[src/rtl/mini_cpu_pkg.sv]
// rtl/mini_cpu_pkg.sv - opcodes, FSM encoding and instruction-field helpers for mini_cpu_core
package mini_cpu_pkg;

  localparam logic [2:0] OP_LOAD    = 3'd0;
  localparam logic [2:0] OP_ADD     = 3'd1;
  localparam logic [2:0] OP_ADDI    = 3'd2;
  localparam logic [2:0] OP_SUB     = 3'd3;
  localparam logic [2:0] OP_SUBI    = 3'd4;
  localparam logic [2:0] OP_MUL     = 3'd5;
  localparam logic [2:0] OP_CLEAR   = 3'd6;
  localparam logic [2:0] OP_DISPLAY = 3'd7;

  localparam logic [3:0] ST_OFF        = 4'd0;
  localparam logic [3:0] ST_WAIT_BOOT  = 4'd1;
  localparam logic [3:0] ST_SPLASH     = 4'd2;
  localparam logic [3:0] ST_IDLE       = 4'd3;
  localparam logic [3:0] ST_EXECUTE    = 4'd4;
  localparam logic [3:0] ST_LATCH      = 4'd5;
  localparam logic [3:0] ST_UPDATE_LCD = 4'd6;
  localparam logic [3:0] ST_WAIT_LCD   = 4'd7;
  localparam logic [3:0] ST_SHUTDOWN   = 4'd8;

  // Helpers work on a 64-bit view of the word so they stay independent of the core parameters.
  function automatic logic [63:0] low_mask(input int n);
    return (64'd1 << n) - 64'd1;
  endfunction

  function automatic logic [2:0] field_op(input logic [63:0] w, input int ra_w, input int imm_w);
    return 3'((w >> (2 * ra_w + imm_w)) & 64'd7);
  endfunction

  function automatic logic [63:0] field_rd(input logic [63:0] w, input int ra_w, input int imm_w);
    return (w >> (ra_w + imm_w)) & low_mask(ra_w);
  endfunction

  function automatic logic [63:0] field_rs1(input logic [63:0] w, input int ra_w, input int imm_w);
    return (w >> imm_w) & low_mask(ra_w);
  endfunction

  function automatic logic [63:0] field_rs2(input logic [63:0] w, input int ra_w, input int imm_w);
    return (w >> (imm_w - ra_w)) & low_mask(ra_w);
  endfunction

  function automatic logic [63:0] field_imm(input logic [63:0] w, input int imm_w);
    return w & low_mask(imm_w);
  endfunction

  // Sign-magnitude to two's complement; -0 naturally folds to 0.
  function automatic logic [63:0] sm_decode(input logic [63:0] imm, input int imm_w);
    logic [63:0] mag;
    mag = imm & low_mask(imm_w - 1);
    return imm[imm_w-1] ? (64'd0 - mag) : mag;
  endfunction

endpackage

[src/rtl/mini_cpu_regfile.sv]
// rtl/mini_cpu_regfile.sv - register file with two combinational reads, one write, synchronous clear-all
module mini_cpu_regfile #(
  parameter int DATA_W   = 16,
  parameter int NUM_REGS = 16,
  localparam int RA_W    = $clog2(NUM_REGS)
) (
  input  logic              clk,
  input  logic              clear,
  input  logic              we,
  input  logic [RA_W-1:0]   waddr,
  input  logic [DATA_W-1:0] wdata,
  input  logic [RA_W-1:0]   raddr_a,
  output logic [DATA_W-1:0] rdata_a,
  input  logic [RA_W-1:0]   raddr_b,
  output logic [DATA_W-1:0] rdata_b
);

  logic [DATA_W-1:0] regs [NUM_REGS];

  always_ff @(posedge clk) begin
    if (clear) begin
      for (int i = 0; i < NUM_REGS; i++) regs[i] <= '0;
    end else if (we) begin
      regs[waddr] <= wdata;
    end
  end

  assign rdata_a = regs[raddr_a];
  assign rdata_b = regs[raddr_b];

endmodule

[src/rtl/mini_cpu_core.sv]
// rtl/mini_cpu_core.sv - switch-driven mini CPU: executes one snapshotted instruction per send release
module mini_cpu_core
  import mini_cpu_pkg::*;
#(
  parameter int DATA_W       = 16,
  parameter int NUM_REGS     = 16,
  parameter int IMM_W        = 7,
  parameter int SAT_MODE     = 0,
  parameter int BOOT_WAIT    = 1000,
  parameter int LCD_MIN_WAIT = 15,
  localparam int RA_W        = $clog2(NUM_REGS),
  localparam int SW_W        = 3 + 2 * RA_W + IMM_W
) (
  input  logic              clk,
  input  logic              rst,
  input  logic              button_power,
  input  logic              button_send,
  input  logic [SW_W-1:0]   switches,
  output logic              system_reset_out,
  output logic              show_splash_req,
  output logic              force_blank_req,
  output logic              lcd_start,
  output logic [2:0]        lcd_opcode,
  output logic [RA_W-1:0]   lcd_reg_index,
  output logic [DATA_W-1:0] lcd_value,
  input  logic              lcd_busy,
  output logic              cpu_ready,
  output logic              overflow_flag
);

  localparam logic signed [2*DATA_W-1:0] MAX_V = {{(DATA_W+1){1'b0}}, {(DATA_W-1){1'b1}}};
  localparam logic signed [2*DATA_W-1:0] MIN_V = {{(DATA_W+1){1'b1}}, {(DATA_W-1){1'b0}}};

  logic [3:0]        state;
  logic [31:0]       cnt;
  logic              power_d, send_d, power_rel, send_rel;
  logic [SW_W-1:0]   instr;
  logic [2:0]        op;
  logic [RA_W-1:0]   rd, rs1, rs2, raddr_b;
  logic [DATA_W-1:0] imm_val, rdata_a, rdata_b, result;
  logic signed [2*DATA_W-1:0] a_x, b_x, i_x, exact;
  logic              ovf, rf_we, rf_clear;

  assign power_rel = power_d & ~button_power;
  assign send_rel  = send_d & ~button_send;
  assign cpu_ready = (state == ST_IDLE);

  always_comb begin
    op      = field_op(64'(instr), RA_W, IMM_W);
    rd      = RA_W'(field_rd(64'(instr), RA_W, IMM_W));
    rs1     = RA_W'(field_rs1(64'(instr), RA_W, IMM_W));
    rs2     = RA_W'(field_rs2(64'(instr), RA_W, IMM_W));
    imm_val = DATA_W'(sm_decode(field_imm(64'(instr), IMM_W), IMM_W));
    raddr_b = (op == OP_DISPLAY) ? rd : rs2;
  end

  always_comb begin
    a_x = {{DATA_W{rdata_a[DATA_W-1]}}, rdata_a};
    b_x = {{DATA_W{rdata_b[DATA_W-1]}}, rdata_b};
    i_x = {{DATA_W{imm_val[DATA_W-1]}}, imm_val};
    exact = '0;
    case (op)
      OP_LOAD: exact = i_x;
      OP_ADD:  exact = a_x + b_x;
      OP_ADDI: exact = a_x + i_x;
      OP_SUB:  exact = a_x - b_x;
      OP_SUBI: exact = a_x - i_x;
      OP_MUL:  exact = a_x * i_x;
      default: exact = '0;
    endcase
    ovf = (exact > MAX_V) || (exact < MIN_V);
    if (SAT_MODE != 0 && ovf)
      result = exact[2*DATA_W-1] ? {1'b1, {(DATA_W-1){1'b0}}} : {1'b0, {(DATA_W-1){1'b1}}};
    else
      result = exact[DATA_W-1:0];
  end

  assign rf_we    = (state == ST_LATCH) && (op < OP_CLEAR);
  assign rf_clear = rst || (state == ST_OFF) || ((state == ST_LATCH) && (op == OP_CLEAR));

  mini_cpu_regfile #(.DATA_W(DATA_W), .NUM_REGS(NUM_REGS)) u_regfile (
    .clk     (clk),
    .clear   (rf_clear),
    .we      (rf_we),
    .waddr   (rd),
    .wdata   (result),
    .raddr_a (rs1),
    .rdata_a (rdata_a),
    .raddr_b (raddr_b),
    .rdata_b (rdata_b)
  );

  always_ff @(posedge clk) begin
    if (rst) begin
      state            <= ST_OFF;
      cnt              <= '0;
      power_d          <= 1'b0;
      send_d           <= 1'b0;
      instr            <= '0;
      system_reset_out <= 1'b1;
      show_splash_req  <= 1'b0;
      force_blank_req  <= 1'b0;
      lcd_start        <= 1'b0;
      lcd_opcode       <= '0;
      lcd_reg_index    <= '0;
      lcd_value        <= '0;
      overflow_flag    <= 1'b0;
    end else begin
      power_d   <= button_power;
      send_d    <= button_send;
      lcd_start <= (state == ST_UPDATE_LCD);
      if (cnt != '1) cnt <= cnt + 32'd1;
      case (state)
        ST_OFF: begin
          system_reset_out <= 1'b1;
          if (power_rel) begin
            system_reset_out <= 1'b0;
            cnt              <= '0;
            state            <= ST_WAIT_BOOT;
          end
        end
        ST_WAIT_BOOT:
          if ((cnt + 32'd1) >= 32'(BOOT_WAIT) && !lcd_busy) state <= ST_SPLASH;
        ST_SPLASH: begin
          show_splash_req <= 1'b1;
          state           <= ST_UPDATE_LCD;
        end
        ST_IDLE: begin
          if (power_rel) begin
            state <= ST_SHUTDOWN;
          end else if (send_rel) begin
            instr <= switches;
            state <= ST_EXECUTE;
          end
        end
        ST_EXECUTE: state <= ST_LATCH;
        ST_LATCH: begin
          lcd_opcode    <= op;
          lcd_reg_index <= rd;
          case (op)
            OP_DISPLAY: lcd_value <= rdata_b;
            OP_CLEAR:   lcd_value <= '0;
            default:    lcd_value <= result;
          endcase
          if (op == OP_CLEAR)        overflow_flag <= 1'b0;
          else if (op != OP_DISPLAY) overflow_flag <= ovf;
          state <= ST_UPDATE_LCD;
        end
        ST_UPDATE_LCD: begin
          cnt   <= '0;
          state <= ST_WAIT_LCD;
        end
        ST_WAIT_LCD: begin
          if ((cnt + 32'd1) >= 32'(LCD_MIN_WAIT) && !lcd_busy) begin
            show_splash_req <= 1'b0;
            force_blank_req <= 1'b0;
            if (force_blank_req) begin
              system_reset_out <= 1'b1;
              state            <= ST_OFF;
            end else begin
              state <= ST_IDLE;
            end
          end
        end
        ST_SHUTDOWN: begin
          force_blank_req <= 1'b1;
          state           <= ST_UPDATE_LCD;
        end
        default: state <= ST_OFF;
      endcase
    end
  end

endmodule

[config.mk]
export PLATFORM = sky130hd
export DESIGN_NAME = mini_cpu_core
export DESIGN_NICKNAME = d
export VERILOG_FILES = /design/src/rtl/mini_cpu_pkg.sv /design/src/rtl/mini_cpu_regfile.sv /design/src/rtl/mini_cpu_core.sv
export SDC_FILE = /design/constraint.sdc
export NUM_CORES = 1
export LEC_CHECK = 0
export CAP_MARGIN = 20
export CORE_AREA = 2 2 308 188
export CTS_CLUSTER_SIZE = 30
export DETAILED_ROUTE_END_ITERATION = 10
export DIE_AREA = 0 0 310 190
export GPL_TIMING_DRIVEN = 0
export PLACE_DENSITY = 0.68
export SETUP_SLACK_MARGIN = 0.02
export SYNTH_ARGS = -nofsm -noshare
export SYNTH_HDL_FRONTEND = slang
export SYNTH_SLANG_ARGS = --single-unit
export TNS_END_PERCENT = 20
[constraint.sdc]
create_clock -name clk -period 12.4 [get_ports clk]
set_clock_uncertainty 0.15 [all_clocks]
set_input_delay 2.48 -clock clk [delete_from_list [all_inputs] [get_ports clk]]
set_output_delay 2.48 -clock clk [all_outputs]
set_load 0.02 [all_outputs]
Word level (Yosys, flattened, before mapping)

Memories as Yosys holds them, arrays and structs flattened. A register that Yosys moved wholly into a read port is not among the register bits.
Index checks and enable logic that the tools add are counted.

Bits in registers: 84
Bits in writable memories: 256
Bits of input ports: 23
Output and inout port bits: 29
Logic and storage cells: 108
Memories: 1

$add $sub $neg: 6
$mul: 1
Order comparisons: 5
Equal/unequal tests: 22
Muxes and demuxes: 33
Bitwise gates (word level): 5
Reduce and logical (&&, ||, !) cells: 22

Memory list:

| memory         | words | width | rd ports | clocked after Yosys merged registers in | write ports | RTL line               | source |
|---|---|---|---|---|---|---|---|
| u_regfile.regs | 16    | 16    | 2        | 1                                       | 16          | mini_cpu_regfile.sv:18 | `logic [DATA_W-1:0] regs [NUM_REGS];` |

Operators with widths:

| operator                | number |
|---|---|
| $pmux W32 S6            | 1 |
| $mux W32                | 2 |
| $pmux W32 S2            | 1 |
| $mux W4                 | 9 |
| $add A16 B16 Y17        | 2 |
| $sub A16 B16 Y17        | 2 |
| $add A32 B1 Y32 const B | 1 |
| $ge A32 B10 Y1 const B  | 1 |
| $ge A32 B4 Y1 const B   | 1 |
| $gt A32 B16 Y1 const B  | 1 |
| $lt A32 B16 Y1 const B  | 1 |
| $mul A16 B16 Y32        | 1 |
| $mux W16                | 2 |
| $ne A32 B32 Y1 const B  | 1 |
| $pmux W16 S2            | 1 |
| $pmux W4 S7             | 1 |
| $eq A4 B3 Y1 const B    | 4 |
| $reduce_or A16 Y1       | 1 |
| $eq A3 B3 Y1 const B    | 4 |
| $mux W1                 | 12 |
| $eq A4 B2 Y1 const B    | 2 |
| $ne A2 B2 Y1 const B    | 4 |
| $reduce_bool A2 Y1      | 4 |
| $sub A1 B6 Y7 const A   | 1 |
| 20 further kinds        | 34 |

Depth between registers and ports, before layout

Gate-level depths: netlist of the first run.
An unclocked memory read counts as a cell.

Word-level depth: 9
Gate-level depth with buffers: 34
Gate-level depth less buffers: 31

By module

A second synthesis of the first run with hierarchy kept.

Cells, all modules: 2911
Area total of the unflattened synthesis: 29938.7 µm²

By module, submodules not included:

| module           | times used | cells an instance | area an instance (µm²) | seq. area each (µm²) |
|---|---|---|---|---|
| mini_cpu_core    | 1          | 2052              | 16553.4                | 1681.6 |
| mini_cpu_regfile | 1          | 859               | 13385.3                | 7687.4 |

Worst setup path after synthesis of the first run

No wires, ideal clock.

Kind: register -> register
Start point: reg (tool-made name)
End point: reg overflow_flag
Library setup time: 123 ps
Arrival: 8907 ps
Data required time: 12127 ps
Slack: 3220 ps
Cell stages (with the launch flop): 30
Path buffers: 5
Period minus slack after synthesis: 9180 ps
Cells stage by stage: dfxtp_1 buf_2 buf_2 buf_2 buf_1 mux4_2 mux4_2 ha_1 inv_1 fa_1 fa_1 fa_1 inv_1 fa_1 fa_1 inv_1 fa_1 inv_1 ha_1 clkbuf_1 a21oi_1 o21ai_0 a31o_2 a41oi_1 mux2i_1 nor4_1 or3b_2 nor4_1 nor4bb_1 nor3_1

RTL lines:

| what                   | RTL line             | source |
|---|---|---|
| end signal: assignment | mini_cpu_core.sv:146 | `else if (op != OP_DISPLAY) overflow_flag <= ovf;` |
| end: declaration       | mini_cpu_core.sv:28  | `output logic overflow_flag` |

==> metrics.csv, run 1 <==
metric,value,unit
clock_latency,0.57,ns
cts_buffers,35,
synthCells,2892,
yosys.area.top_type,edfxtp_1,
die_area,58900,um^2
final_antenna_net_count,0,
cp_slowest_cell,a2111oi_0,
totalWireLength,91900,um
maxSlewViolCount,0,
cp_data_arrival_time,11.79,ns
cp-end-kind,flip-flop,
status,"finished, final reports clean",
ys_types,84,
cts.repair.resized,0,
cts_hold_buf,0,
pwr-share-comb,40.2,%
synth_area,29500,um^2
worst_slew_pin_slew,1.33,ns
core,56500,um^2
fmax,85.8,MHz
syn-num-nets,3302,
clock-sinks,344,
intPower,3150,uW
drt_pass1_iterations,6,
drc,0,
cpMostUsedCell,fa_1,
period_minus_slack,11.66,ns
area_growth,9.38,%
root_buffer,clkbuf_16,
path_class,reg2reg,
max_stage_delay,0.90,ns
crit_required,12.53,ns
seqPwrFrac,37.6,%
io_buffers,50,
diodes,0,
fin_nets,3400,
hold_path_depth,2,
wl_per_cell,24.3,um
gp_congestion,0.974,
maxCapViolations,0,
grt_overflow,0,
fin_cells,3787,
grt_antenna_before_repair,1,
htreeDepth,2,
tritoncts,built,
grt_max_degree,34,
p_sw,2000,uW
cts_setup_buffers,0,
drtIter0Drc,3096,
seq_area_frac_synth,32.1,%
cts_buffer_depth,3,
power.share.clock,22.2,%
layout-drive-gt1-share,8.65,%
synth_seq_cells,344,
syn_avg_cell_area,10.2,um^2
setup_viol,0,
hold_viol_final,0,
initial_utilization,52.2,%
post-route-util,57.1,%
slew_headroom,11.2,%
peakVddDrop,0.000102,V
place_inst,3719,
num_rows,68,
power.total,5150,uW
p_leak,0.0132,uW
grt_pass1_vias,22900,
ios,52,
synth_edf_count,256,
synth_ff_type,edfxtp_1,
power_density,160,nW/um^2
viasPerCell,6.24,
grt_pass1_wl,140000,um
post-route-period-util,94.0,%
hold_path_class,reg2reg,
startpoint_type,flip-flop,
num_vias,23600,
crit_fanout,10,
ff2ff_path_depth,31,
synth_warnings,0,
fp.dieW,310,um
fin_tns_setup,0,ns
async_reset_ff_share,0,%
fp.dieH,190,um
clk_pin_slew_worst_paths,0.07,ns
synth_top_area_share,26.1,%
p_sw_share,38.9,%
grtUsageTotal,31.9,%
hold_ws,0.315,ns
rsz0062_at_grt,no,
synth.area.top_cells,"edfxtp_1 (26%), fa_1 (15%), mux4_2 (11%)",
dp_hpwl,74400,um
-- flip-flops by register name (all words and copies together), names as in the netlist, named ones only --
signal / count
overflow_flag: 1
lcd_reg_index: 4
force_blank_req: 1
instr: 18
send_d: 1
cnt: 32
show_splash_req: 1
system_reset_out: 1
u_regfile.regs: 256
lcd_value: 16
power_d: 1
state: 4
lcd_opcode: 3
lcd_start: 1
-- cell usage in the layout (no fill, tap or decap), drive strengths merged, types with 17 or more instances in the layout --
cell / synthesis / layout
clkbuf: 139 / 192
nand2: 180 / 180
a211oi: 39 / 39
inv: 375 / 379
nor4: 19 / 19
fa: 216 / 216
o31ai: 20 / 20
a21oi: 160 / 160
nand3: 39 / 39
mux4: 143 / 143
xor2: 23 / 23
a31oi: 17 / 17
nor2b: 33 / 33
clkdlybuf4s50: 0 / 50
buf: 31 / 38
ha: 171 / 171
a21o: 25 / 25
and2: 18 / 18
edfxtp: 256 / 256
xnor2: 72 / 72
dfxtp: 88 / 88
o21ai: 65 / 65
and3: 21 / 21
nor2: 438 / 438
nand2b: 23 / 23
mux2i: 55 / 55
nor3: 33 / 33
-- cells by family (layout without fill, tap and decap cells) --
family	Yosys count	count (layout)	synth area share [%]
DFF	344	344	32.1
xor gates and xnor gates	95	95	2.82
and+or+nand+nor	864	864	13.2
adders and majority gates	390	390	22.0
AOI/OAI and AO/OA	453	453	9.97
buffers and inverters	546	671	7.06
muxes	200	200	12.9
-- power groups by stage --
stage	combinational, uW	clock [uW]	sequential (uW)
2_1_floorplan	1380	0	1850
3_3_place_gp	1970	0	1900
3_5_place_dp	1990	0	1950
4_1_cts	2000	1150	1920
5_1_grt	2210	1180	1970
6_report	2070	1140	1940
-- cells in the mapped netlist (all sizes together), types with 65 or more instances --
master  number
nor2       438
inv        375
edfxtp     256
fa         216
nand2      180
ha         171
a21oi      160
mux4       143
clkbuf     139
dfxtp       88
xnor2       72
o21ai       65
-- metrics by stage --
step                area (um^2)  worst slack [ns]
detailed placement        31000             0.705
floorplan                 29500              3.22
CTS                       32200             0.672
global placement          30900             0.805
global route              32200            0.0718
finish                    32200             0.744
-- critical path: cells and delay by family, from the launching register on --
family | cells | cell delay [ns]
XOR/XNOR | 1 | 0.26
AO/OA/AOI/OAI | 4 | 1.52
buffers and inverters | 12 | 3.91
adder cells (fa/ha/maj) | 7 | 3.25
flip-flops | 1 | 0.30
AND/OR/NAND/NOR | 5 | 0.61
multiplexers | 2 | 1.33
-- routing by layer --
metal | share of wire (%) | global-route usage, % | up-vias
met5 | 0 | 0 | -
met4 | 1.7 | 5.41 | 0
met3 | 15 | 10.1 | 108
met2 | 38 | 41.7 | 1526
met1 | 46 | 51.4 | 11800
li1 | - | - | 10200
-- cell type report --
cell class	count	area, um^2
fill	4888	24200
multi-input combinational	2002	18000
sequential	344	9450
inverter	376	1410
clock buffer	49	978
tap	770	963
buffer	170	674
timing repair buffer	61	589
clock inverter	15	211
-- worst paths after layout --
check | startpoint | end | slack [ns]
setup / recovery | flip-flop | u_regfile.regs[6][15] | 0.74
setup reg to reg | flip-flop | u_regfile.regs[6][15] | 0.74
hold / removal | lcd_reg_index[0] | lcd_reg_index[0] | 0.32
hold reg to reg | lcd_reg_index[0] | lcd_reg_index[0] | 0.32
Power figures use the tool's default switching activity.
==> run 2, diff against run 1 <==
Settings changed: CORE_AREA 2 2 308 188 to 2 2 305 186, DIE_AREA 0 0 310 190 to 0 0 307 188, PLACE_DENSITY 0.68 to 0.72.
Clock period 12.4 ns to 9.4 ns, I/O delays scaled along.
==> metrics.csv, run 2 (synthesis gave the netlist of run 1 again) <==
metric,value,unit,change
status,"finished, final reports clean",,
root_buffer,clkbuf_16,,
layout_commonest_cell,nor2_1,,
area_growth,10.9,%,
cts_hold_buf,0,,unchanged
drtIter0Drc,3614,,+17%
grt_max_degree,34,,unchanged
dp_hpwl,74200,um,-0.24%
maxSlewViolCount,0,,unchanged
grt_overflow,0,,unchanged
core,55200,um^2,-2.4%
drt_pass1_iterations,6,,unchanged
fill_cells,4580,,-6.3%
cp_slowest_cell,mux4_2,,
clock-sinks,344,,unchanged
crit_required,9.71,ns,-2.82 ns
slew_headroom,13.3,%,+2.1 points
grtUsageMet2,42.4,%,+0.64 points
use_met3,12.3,%,+2.1 points
htreeDepth,2,,unchanged
viasPerCell,6.40,,+2.5%
io_buffers,50,,unchanged
clk_pin_slew_worst_paths,0.09,ns,+0.02 ns
crit_fanout,10,,unchanged
cp_data_arrival_time,9.57,ns,-2.22 ns
path_class,reg2reg,,
busiest_layer,met1,,
diodes,0,,unchanged
reg.largest.list,"u_regfile.regs: 256 flops, cnt: 32 flops, instr: 18 flops",,
startpoint_type,flip-flop,,
worst_slew_pin_slew,1.30,ns,-0.0314 ns
final_cell_mix,"nor2_1 (435), inv_1 (360), edfxtp_1 (256)",,
num_vias,24000,,+1.7%
final_area,32700,um^2,+1.4%
wl_per_cell,24.7,um,+2.0%
use_met1,50.9,%,-0.52 points
cp-end-kind,flip-flop,,
drc,0,,unchanged
period_minus_slack,9.26,ns,-2.40 ns
hold_path_class,reg2reg,,
grt_antenna_before_repair,0,,-1
cts_buffers,36,,+2.9%
rsz0062_at_grt,yes,,
totalWireLength,93000,um,+1.2%
grtUsageTotal,32.4,%,+0.47 points
fmax,108,MHz,+26%
gp_congestion,0.980,,+0.56%
multi_input_area,18200,um^2,+1.1%
tritoncts,built,,
clock_latency,0.56,ns,about the same
ios,52,,unchanged
hold_viol_final,0,,unchanged
num_rows,67,,-1.5%
fin_nets,3415,,+0.44%
post-route-period-util,98.5,%,+4.5 points
fin_tns_setup,0,ns,unchanged
post-route-util,59.3,%,+2.2 points
grt_pass1_vias,23100,,+0.94%
power_density,210,nW/um^2,+32%
p_leak,0.0134,uW,+1.6%
fp.dieW,307,um,-0.97%
initial_utilization,53.4,%,+1.3 points
max_stage_delay,0.63,ns,-0.27 ns
peakVddDrop,0.000141,V,+38%
maxCapViolations,0,,unchanged
layout-drive-gt1-share,11.7,%,+3.1 points
power.total,6880,uW,+33%
die_area,57700,um^2,-2.0%
placed_area,31000,um^2,-0.19%
fp.dieH,188,um,-1.1%
regArea,9450,um^2,about the same
final_antenna_net_count,0,,unchanged
grt_pass1_wl,141000,um,+0.42%
regMostFlops,u_regfile.regs,,
setup_viol,0,,unchanged
cts_buffer_depth,3,,unchanged
largest_register_ffs,256,,unchanged
cpMostUsedCell,fa_1,,
run 2: layout make-up:
cell class | instances | share of cell area [%]
Buffer | 160 | 2.27
Clock buffer | 56 | 3.36
Clock inverter | 10 | 0.364
Inverter | 376 | 4.37
Multi-Input combinational cell | 2002 | 55.6
Sequential cell | 344 | 28.9
Tap cell | 724 | 2.77
Timing Repair Buffer | 84 | 2.38
Timing Repair inverter | 1 | 0.0153
run 2: worst paths after layout:
kind / from / to / slack [ns] / cells after the start
worst max-delay path: flip-flop / overflow_flag / 0.14 / 28
worst min-delay path: lcd_reg_index[2] / lcd_reg_index[2] / 0.32 / 2
worst max register to register: flip-flop / overflow_flag / 0.14 / 28
worst min register to register: lcd_reg_index[2] / lcd_reg_index[2] / 0.32 / 2
run 2: per-stage QoR:
stage | setup slack, ns | std cells | hold slack (ns)
2_1_floorplan | 0.220 | 2892 | 0.317
3_3_place_gp | -2.14 | 3666 | 0.304
3_5_place_dp | -2.27 | 3674 | 0.317
4_1_cts | 0.0250 | 3747 | 0.325
5_1_grt | -0.0644 | 3757 | 0.344
6_report | 0.144 | 3757 | 0.325
run 2: worst max-delay path: cells and delay by family, from the launching register on:
kind	cells	cell delay [ns]
compound gates	4	0.87
fa+ha+maj	7	3.36
simple gates	6	1.50
flops	1	0.50
mux	3	1.18
buf+inv	8	1.57
run 2: power breakdown:
| part | switching [uW] | internal, uW |
|---|---|---|
| Combinational | 1740 | 1080 |
| Clock | 645 | 843 |
| Sequential | 309 | 2260 |
run 2: routing by layer:
metal	share of wire [%]	vias up
li1	-	10200
met1	43	12000
met2	39	1671
met3	16	121
met4	1.8	0
met5	0	-
run 2: repair_timing:
item	in CTS	in global routing
setup endpoints to repair	103	68
gates cloned	0	1
setup buffers	12	11
pin swaps	4	5
gates resized for setup	68	48
